## src/rtl/hack_pkg.sv

```systemverilog
// hack_pkg: shared widths and loader state encoding
package hack_pkg;
    localparam int WORD_W = 16;
    localparam int BYTE_W = 8;
    typedef enum logic [2:0] {A_0, A_1, B_0, B_1, PRESENT} state_e;
endpackage

```

## src/rtl/word_assembler.sv

```systemverilog
// word_assembler: writes one byte into the low or high half of a word register, with clear
module word_assembler
    import hack_pkg::*;
(
    input  logic              clk,
    input  logic              rst,
    input  logic              clr_i,
    input  logic              we_i,
    input  logic              hi_i,
    input  logic [BYTE_W-1:0] byte_i,
    output logic [WORD_W-1:0] word_o
);
    logic [WORD_W-1:0] word_q, word_d;
    // merge the incoming byte into the selected half, other half kept
    always_comb begin
        word_d = clr_i ? '0 :
                 !we_i ? word_q :
                 hi_i  ? {byte_i, word_q[BYTE_W-1:0]} :
                         {word_q[WORD_W-1:BYTE_W], byte_i};
    end
    // word register, cleared by reset
    always_ff @(posedge clk) begin
        if (rst) word_q <= '0;
        else     word_q <= word_d;
    end
    assign word_o = word_q;
endmodule

```

## src/rtl/operand_loader.sv

```systemverilog
// operand_loader: assembles two 16-bit operands from a byte stream and presents them as a pair
module operand_loader
    import hack_pkg::*;
#(
    parameter bit LSB_FIRST = 1'b1
) (
    input  logic              clk,
    input  logic              rst,
    input  logic              abort,
    input  logic [BYTE_W-1:0] in_data,
    input  logic              in_valid,
    output logic              in_ready,
    output logic [WORD_W-1:0] a,
    output logic [WORD_W-1:0] b,
    output logic              out_valid,
    input  logic              out_ready
);
    state_e state_q, state_d;
    logic   accept, second, hi_sel, we_a, we_b;
    assign in_ready  = state_q != PRESENT;
    assign out_valid = state_q == PRESENT;
    assign accept    = in_valid && in_ready && !abort;
    assign second    = (state_q == A_1) || (state_q == B_1);
    assign hi_sel    = second == LSB_FIRST;
    assign we_a      = accept && ((state_q == A_0) || (state_q == A_1));
    assign we_b      = accept && ((state_q == B_0) || (state_q == B_1));
    // next state: abort wins, then one step per accepted byte or consumed pair
    always_comb begin
        state_d = state_q;
        if (abort) state_d = A_0;
        else begin
            case (state_q)
                A_0:     state_d = in_valid  ? A_1     : A_0;
                A_1:     state_d = in_valid  ? B_0     : A_1;
                B_0:     state_d = in_valid  ? B_1     : B_0;
                B_1:     state_d = in_valid  ? PRESENT : B_1;
                PRESENT: state_d = out_ready ? A_0     : PRESENT;
                default: state_d = A_0;
            endcase
        end
    end
    // state register
    always_ff @(posedge clk) begin
        if (rst) state_q <= A_0;
        else     state_q <= state_d;
    end
    word_assembler u_a (
        .clk    (clk),
        .rst    (rst),
        .clr_i  (abort),
        .we_i   (we_a),
        .hi_i   (hi_sel),
        .byte_i (in_data),
        .word_o (a)
    );
    word_assembler u_b (
        .clk    (clk),
        .rst    (rst),
        .clr_i  (abort),
        .we_i   (we_b),
        .hi_i   (hi_sel),
        .byte_i (in_data),
        .word_o (b)
    );
endmodule
```

## config.mk

```make
export PLATFORM = sky130hd
export DESIGN_NAME = operand_loader
export DESIGN_NICKNAME = d
export VERILOG_FILES = /design/src/rtl/hack_pkg.sv /design/src/rtl/word_assembler.sv /design/src/rtl/operand_loader.sv
export SDC_FILE = /design/constraint.sdc
export NUM_CORES = 1
export LEC_CHECK = 0
export CORE_MARGIN = 2
export CORE_UTILIZATION = 44
export CTS_BUF_LIST = sky130_fd_sc_hd__clkbuf_16
export DETAILED_ROUTE_END_ITERATION = 10
export GPL_ROUTABILITY_DRIVEN = 0
export PLACE_DENSITY_LB_ADDON = 0.1
export SLEW_MARGIN = 20
export SYNTH_ARGS = -nofsm -noshare
export SYNTH_HDL_FRONTEND = slang
export SYNTH_SLANG_ARGS = --single-unit
export TNS_END_PERCENT = 10
```

## constraint.sdc

```tcl
create_clock -name clk -period 1.5 [get_ports clk]
set_clock_uncertainty 0.05 [all_clocks]
set_input_delay 0.3 -clock clk [delete_from_list [all_inputs] [get_ports clk]]
set_output_delay 0.3 -clock clk [all_outputs]
set_load 0.1 [all_outputs]
```

Word level (Yosys, flattened, before mapping) --
Index checks and enable logic that the tools add are counted.
Word-level totals: register bits 35, latch bits 0, memory bits (writable) 0, bits in read-only memories 0, input bits 13, output and inout port bits 34, memories 0
Cells by class: $add $sub $neg 0, multipliers 0, divide/modulo/power cells 0, $lt $le $gt $ge 0, eq/ne operators 5, shifts and indexed selects 0, muxes and demuxes 6, bitwise logic cells 1, reductions and logical operators 14
Operators by type and width (count):
- case mux 3 bit (5 select lines) | 1
- AND reduction 2 bit | 4
- == test 3 x 2 -> 1 bit (second input constant) | 2
- two-way mux 3 bit | 2
- logical AND 1 bit | 4
- == test 3 x 1 -> 1 bit (second input constant) | 1
- == test 3 bit (second input constant) | 1
- zero test 3 bit | 1
- logical OR 1 bit | 3
- inequality test 3 bit (second input constant) | 1
- two-way mux 1 bit | 2
- two-way mux 2 bit | 1
- OR reduction 2 bit | 1
- zero test 1 bit | 1
- inverter 1 bit | 1

Depth between registers and ports, before layout --
Gate-level depths: netlist of run 1.
depth in word-level cells 5, mapped depth 4, depth with buffers taken out 3

Cells and area by module --
Synthesis of run 1 repeated with hierarchy kept, for this count alone.
Second synthesis, totals: cells, all modules 167, area, all modules 1371.3 µm²
By module, submodules not included:
- word_assembler | instances 2, cells an instance 74, area an instance 600.6 µm², sequential area each 320.3 µm²
- operand_loader | instances 1, cells an instance 19, area an instance 170.2 µm², sequential area each 60.1 µm²

Worst setup path after synthesis of run 1 --
Ideal clock, no wire load.
kind register -> output, start register state_q[0], end output port in_ready, arrival time 4.072 ns, data required time 1.150 ns, slack -2.922 ns, stages on the path, launching flop included 4, path buffers 1, cell sequence dfxtp_1 > buf_2 > nor3b_1 > inv_1
On the way: longest elaborated chain between the ends 1
RTL lines:
- start: declaration | line operand_loader.sv:18 | state_e state_q, state_d;
- start signal: assignment | line operand_loader.sv:45 | else state_q <= state_d;
- inequality test 3 bit | line operand_loader.sv:20 | assign in_ready = state_q != PRESENT;
- end: declaration | line operand_loader.sv:12 | output logic in_ready,
Every way passes these cells.

Final worst setup path of run 1 --
start register state_q[1], end output port in_ready
The elaborated chain is that of the path after synthesis.

==> impl_metrics.yaml, run 1 <==
place:
  io_buffer_count: 46
  place_hpwl_um: 2247
  placed_cell_area_um2: 2232
layout:
  num_antenna_cells: 0
  mostFrequentLayoutCell: "nand2_1"
  fin_area_um2: 2526
  finish.net_count: 205
  layout-drive-gt1-share_pct: 35.75
  layout_common_cells: "nand2_1 (38), buf_12 (36), mux2i_1 (32), dfxtp_1 (32)"
  area_growth_pct: 87.47
  final_util_pct: 84.83
synth:
  postSynthCellCount: 133
  yosysWarnings: 0
  synth_ff_type: "dfxtp_1"
  synth_edf_count: 0
  ys_seq_area_share_pct: 52.00
  yosysUniqueCellTypes: 21
  synth-seq-cells: 35
  synth.avg_cell_area_um2: 10.13
  syn-num-nets: 146
  syn_area_um2: 1348
  async_flop_share_pct: 0
status:
  outcome: "complete, but fails checks"
  violations: "setup timing"
timing:
  fin_tns_setup_ns: -0.01588
  worst_pin_slew_ns: 0.2623
  maxSlewHeadroom_pct: 82.49
  report.final.slew_viol_count: 0
  setup_viol: 1
  post-route-min-period_ns: 1.516
  whs_ns: 0.3997
  hold_violations: 0
  rsz0062_at_grt: "yes"
  timing.fmax_ghz: 0.6597
  setup_slack_ns: -0.01588
  finalCritPeriodShare_pct: 101.1
power_and_ir_drop:
  p_total_uw: 2483
  power_density_nw_per_um2: 982.8
  p_switching_uw: 509.2
  pwr-share-comb_pct: 8.4
  p_sw_share_pct: 20.51
  internal_power_uw: 1974
  seqPwrFrac_pct: 38.0
  clkPwrFrac_pct: 53.6
  irDropWorstVdd_mv: 1.019
  p_leak_uw: 0.001107
global_route:
  grt_overflow_total: 0
  grt_max_degree: 41
  grt_pass1_vias: 1268
  grt_pass1_wl_um: 5858
  antenna_found_initial: 0
  grt_use_total_pct: 22.45
floorplan:
  io_pins: 47
  start_util_pct: 45.25
  dieArea_um2: 3521
  die_x_um: 59.34
  dieHeight_um: 59.34
  fp.coreArea_um2: 2978
  rows: 20
setup_path:
  critical_path_class: "flop to output port"
  crit_path_end_kind: "output port"
  r2r_start: "state_q[2]"
  arrival_ns: 1.17
  required_ns: 1.15
  r2r_cells: 5
  crit_fanout: 4
  cp-start-kind: "flop"
  reg2reg_slack_ns: 0.01
  rr_endpoint: "u_a.word_o[10]"
cts:
  h-tree-depth: 2
  clkTransAtPathRegs_ns: 0.05
  clockBufferDepth: 2
  cts_tree: "yes"
  cts_made_buffers: 5
  cts.sinks: 35
  cts_root_buffer: "clkbuf_16"
  worstSkewPairLatency_ns: 0.27
worst_hold_path:
  whs_path_depth: 1
  hp-start: "state_q[2]"
  hold_end: "state_q[0]"
  holdCritPathClass: "flop to flop"
run:
  drv_cap: 0
route:
  drt-wirelength-per-cell_um: 17.31
  dr.pass1.iters: 4
  ant_nets: 0
  drc: 0
  wl_um: 3911
  drt-initial-drc-count: 23
  num_vias: 1185
  routed_via_density: 5.243
power by group through the flow:
| stage | combinational (uW) | sequential, uW | clock (uW) |
|---|---|---|---|
| after CTS | 187 | 949 | 1330 |
| after floorplan | 60.5 | 1010 | 0 |
| after global placement | 177 | 970 | 0 |
| after global routing | 218 | 944 | 1390 |
| after detailed placement | 181 | 970 | 0 |
| final | 208 | 944 | 1330 |
cell families (layout without fill, tap and decap cells):
family	count (synthesis)	after routing	share of synthesized area, %
AND/OR/NAND/NOR	54	54	18.67
flip-flops	35	35	52.00
multiplexers	32	32	23.77
buffers and inverters	9	69	3.899
XOR/XNOR	2	2	1.300
AO/OA/AOI/OAI	1	1	0.3710
state kept, by name, indices dropped and copies added (netlist names):
name,cells
state_q,3
u_b.word_o,16
u_a.word_o,16
layout make-up:
cell class / count / area [um2]
multi-input cells: 89 / 626.9
clock buffers: 5 / 125.1
inverters: 1 / 3.754
fillers: 146 / 451.7
flip-flops and latches: 35 / 711.9
repair buffers: 60 / 953.4
clock inverters: 3 / 63.81
well taps: 33 / 41.29
synthesized netlist by cell type (2+ instances only):
master / instances / area [um2]
clkbuf_1: 3 / 11.26
nor3_1: 2 / 10.01
nand2_1: 41 / 153.9
buf_2: 3 / 15.01
dfxtp_1: 35 / 700.7
nor2_1: 2 / 7.510
buf_6: 2 / 22.52
mux2i_1: 32 / 320.3
per-layer routing:
metal	track usage (%)	vias up	routed length, um	share of wire, %
met5	0	-	0	0
met4	7.468	0	78	2.0
met3	6.114	8	197	5.0
met2	39.87	41	2093	54
met1	25.75	579	1541	39
li1	-	557	-	-
per-stage QoR:
step	setup WS, ns	std cells
final	-0.01588	226
after global routing	-0.07271	226
after CTS	-0.05120	220
after detailed placement	-0.3775	211
after global placement	-0.2766	211
after floorplan	-0.8997	133
how the worst max path moves through the flow:
stage	startpoint	endpoint	slack [ns]	depth (start not counted)
global route	state_q[1]	in_ready	-0.07	3
CTS	state_q[0]	in_ready	-0.05	3
finish	state_q[1]	in_ready	-0.02	3
global placement	in_valid	u_a.word_o[13]	-0.28	5
floorplan	state_q[1]	in_ready	-0.90	3
detailed placement	in_valid	u_a.word_o[14]	-0.38	5
timing repair:
| item | CTS | global route |
|---|---|---|
| resized for setup | 10 | 6 |
| pin swaps | 1 | 3 |
| hold endpoints to repair | 0 | 0 |
| gates cloned | 0 | 1 |
| setup buffers | 1 | 5 |
| setup endpoints to repair | 20 | 27 |
| hold buffers | 0 | 0 |
worst max-delay path, cell delays in order (launching register included):
cell and delay [ns]:
dfxtp_4 0.36, nor3b_4 0.29, inv_2 0.08, buf_12 0.17
Note: power is estimated with default switching activity, not from simulation.
==> run 2: changes to the inputs <==
--- a/config.mk
+++ b/config.mk
@@ -6,7 +6,7 @@
 export NUM_CORES = 1
 export LEC_CHECK = 0
 export CORE_MARGIN = 2
-export CORE_UTILIZATION = 44
+export CORE_UTILIZATION = 39
 export CTS_BUF_LIST = sky130_fd_sc_hd__clkbuf_16
 export DETAILED_ROUTE_END_ITERATION = 10
 export GPL_ROUTABILITY_DRIVEN = 0
==> constraint.sdc (replaced) <==
create_clock -name clk -period 1.3 [get_ports clk]
set_clock_uncertainty 0.05 [all_clocks]
set_input_delay 0.26 -clock clk [delete_from_list [all_inputs] [get_ports clk]]
set_output_delay 0.26 -clock clk [all_outputs]
set_load 0.1 [all_outputs]
==> impl_metrics.yaml, run 2 (synthesis gave the netlist of run 1 again) <==
layout:
  fin_area_um2: 2487
  num_antenna_cells: 0
  ff_latch_area_um2: 711.9
  layout-drive-gt1-share_pct: 33.68
  layout_common_cells: "nand2_1 (41), buf_12 (35), mux2i_1 (32), dfxtp_1 (32), clkdlybuf4s50_1 (10)"
  finish.net_count: 206
  multi_input_comb_area_um2: 630.6
  area_growth_pct: 84.59
  final_cells: 239
  mostFrequentLayoutCell: "nand2_1"
  fill_cells: 233
floorplan:
  dieHeight_um: 62.78
  io_pins: 47
  die_x_um: 62.78
  start_util_pct: 40.38
  fp.coreArea_um2: 3337
  rows: 21
  dieArea_um2: 3941
setup_path:
  max_stage_delay_ns: 0.35
  cp_cell_sequence: "nor3b_4 > buf_6 > buf_12"
  rr_endpoint: "u_a.word_o[12]"
  cp-startpoint: "state_q[1]"
  r2r_start: "state_q[2]"
  crit_slowest_cell: "dfxtp_4"
  cp-endpoint: "out_valid"
  reg2reg_slack_ns: -0.14
  cp-start-kind: "flop"
  arrival_ns: 1.18
  timing.critical_path.buf_inv: 2
  critical_path_class: "flop to output port"
  required_ns: 0.99
  worst-path-stages: 3
  crit_path_end_kind: "output port"
  crit_family: "flip-flops"
  crit_fanout: 3
  r2r_cells: 5
timing:
  report.final.slew_viol_count: 0
  post-route-min-period_ns: 1.493
  fin_tns_setup_ns: -2.143
  setup_viol: 34
  finalCritPeriodShare_pct: 114.8
  setup_slack_ns: -0.1930
  timing.fmax_ghz: 0.6698
  rsz0062_at_grt: "yes"
  worst_pin_slew_ns: 0.3424
  hold_violations: 0
  maxSlewHeadroom_pct: 77.09
route:
  ant_nets: 0
  routed_via_density: 4.661
  drc: 0
  wl_um: 3353
  num_vias: 1114
  drt-initial-drc-count: 23
  drt-wirelength-per-cell_um: 14.03
  dr.pass1.iters: 4
run:
  drv_cap: 0
place:
  io_buffer_count: 46
  place_hpwl_um: 2488
  dp_cells: 228
  placed_cell_area_um2: 2266
cts:
  clkTransAtPathRegs_ns: 0.05
  cts_tree: "yes"
  cts_root_buffer: "clkbuf_16"
  clockBufferDepth: 2
  worstSkewPairLatency_ns: 0.27
  h-tree-depth: 2
  cts.sinks: 35
  cts_hold_buf: 0
  cts_made_buffers: 5
global_route:
  grt_pass1_wl_um: 5582
  grt_max_degree: 41
  antenna_found_initial: 0
  grt_overflow_total: 0
  grt_pass1_vias: 1157
  grt_use_total_pct: 18.86
worst_hold_path:
  holdCritPathClass: "flop to flop"
  whs_path_depth: 2
power_and_ir_drop:
  irDropWorstVdd_mv: 0.7825
  p_total_uw: 2400
  power_density_nw_per_um2: 964.8
  p_leak_uw: 0.001070
status:
  violations: "setup timing"
  outcome: "complete, but fails checks"
## run 2: changes by cell type in the layout (fill, tap and decap cells not counted), moves of 2 or more
cell       previous run  this run
buf_6                 1         7
buf_4                10         7
nand2_1              38        41
nand2_2               3         0
bufinv_16             2         0
## run 2: worst min path at each step
stage / from / end
floorplan: in_valid / state_q[2]
global placement: u_a.word_o[13] / u_a.word_o[13]
detailed placement: u_a.word_o[2] / u_a.word_o[2]
CTS: u_a.word_o[5] / u_a.word_o[5]
global route: u_b.word_o[1] / u_b.word_o[1]
finish: u_a.word_o[5] / u_a.word_o[5]
## run 2: tightest hold or removal path, delay by kind of cell, from the launching register on
family / cells / cell delay, ns
simple gates: 1 / 0.06
mux: 1 / 0.06
flops: 1 / 0.33
## run 2: per-stage QoR
step           setup WS [ns]  util, %  hold slack (ns)
6_report             -0.1930    74.54           0.4448
5_1_grt              -0.2281    74.54           0.4609
4_1_cts              -0.2253    74.17           0.4469
3_5_place_dp         -0.4425    67.90           0.4430
3_3_place_gp         -0.3820    67.90           0.4304
2_1_floorplan         -1.060        -           0.3710
## run 2: area by class of cell
type / count / share of cell area, %
repair buffers: 61 / 38.18
inverters: 1 / 0.1509
flip-flops and latches: 35 / 28.62
multi-input cells: 89 / 25.35
clock buffers: 5 / 5.030
clock inverters: 2 / 0.3521
well taps: 46 / 2.314
## run 2: metal layers
metal  part of all wire [%]  track usage, %  vias up  routed length (um)
met1                     41           20.27      513                1377
met4                    3.2           11.67        0                 106
met3                    5.6           7.387        8                 187
met5                      0               0        -                   0
met2                     50           31.05       36                1682
li1                       -               -      557                   -
## run 2: power by group
group	switching (uW)	internal, uW
Sequential	10.0	1080
Clock	398	687
Combinational	126	100
Total	534	1870
## run 2: repair_timing
item / CTS / global route
gates resized for setup: 15 / 4
pin swaps: 4 / 3
setup endpoints to repair: 34 / 34
buffers inserted: 4 / 0
==> run 3: changes to the inputs <==
--- a/config.mk
+++ b/config.mk
@@ -10,6 +10,7 @@
 export CTS_BUF_LIST = sky130_fd_sc_hd__clkbuf_16
 export DETAILED_ROUTE_END_ITERATION = 10
 export GPL_ROUTABILITY_DRIVEN = 0
+export HOLD_SLACK_MARGIN = 0.03
 export PLACE_DENSITY_LB_ADDON = 0.1
 export SLEW_MARGIN = 20
 export SYNTH_ARGS = -nofsm -noshare
==> results of run 3 <==
No change in the layout: final DEF, timing and power equal those of run 2.
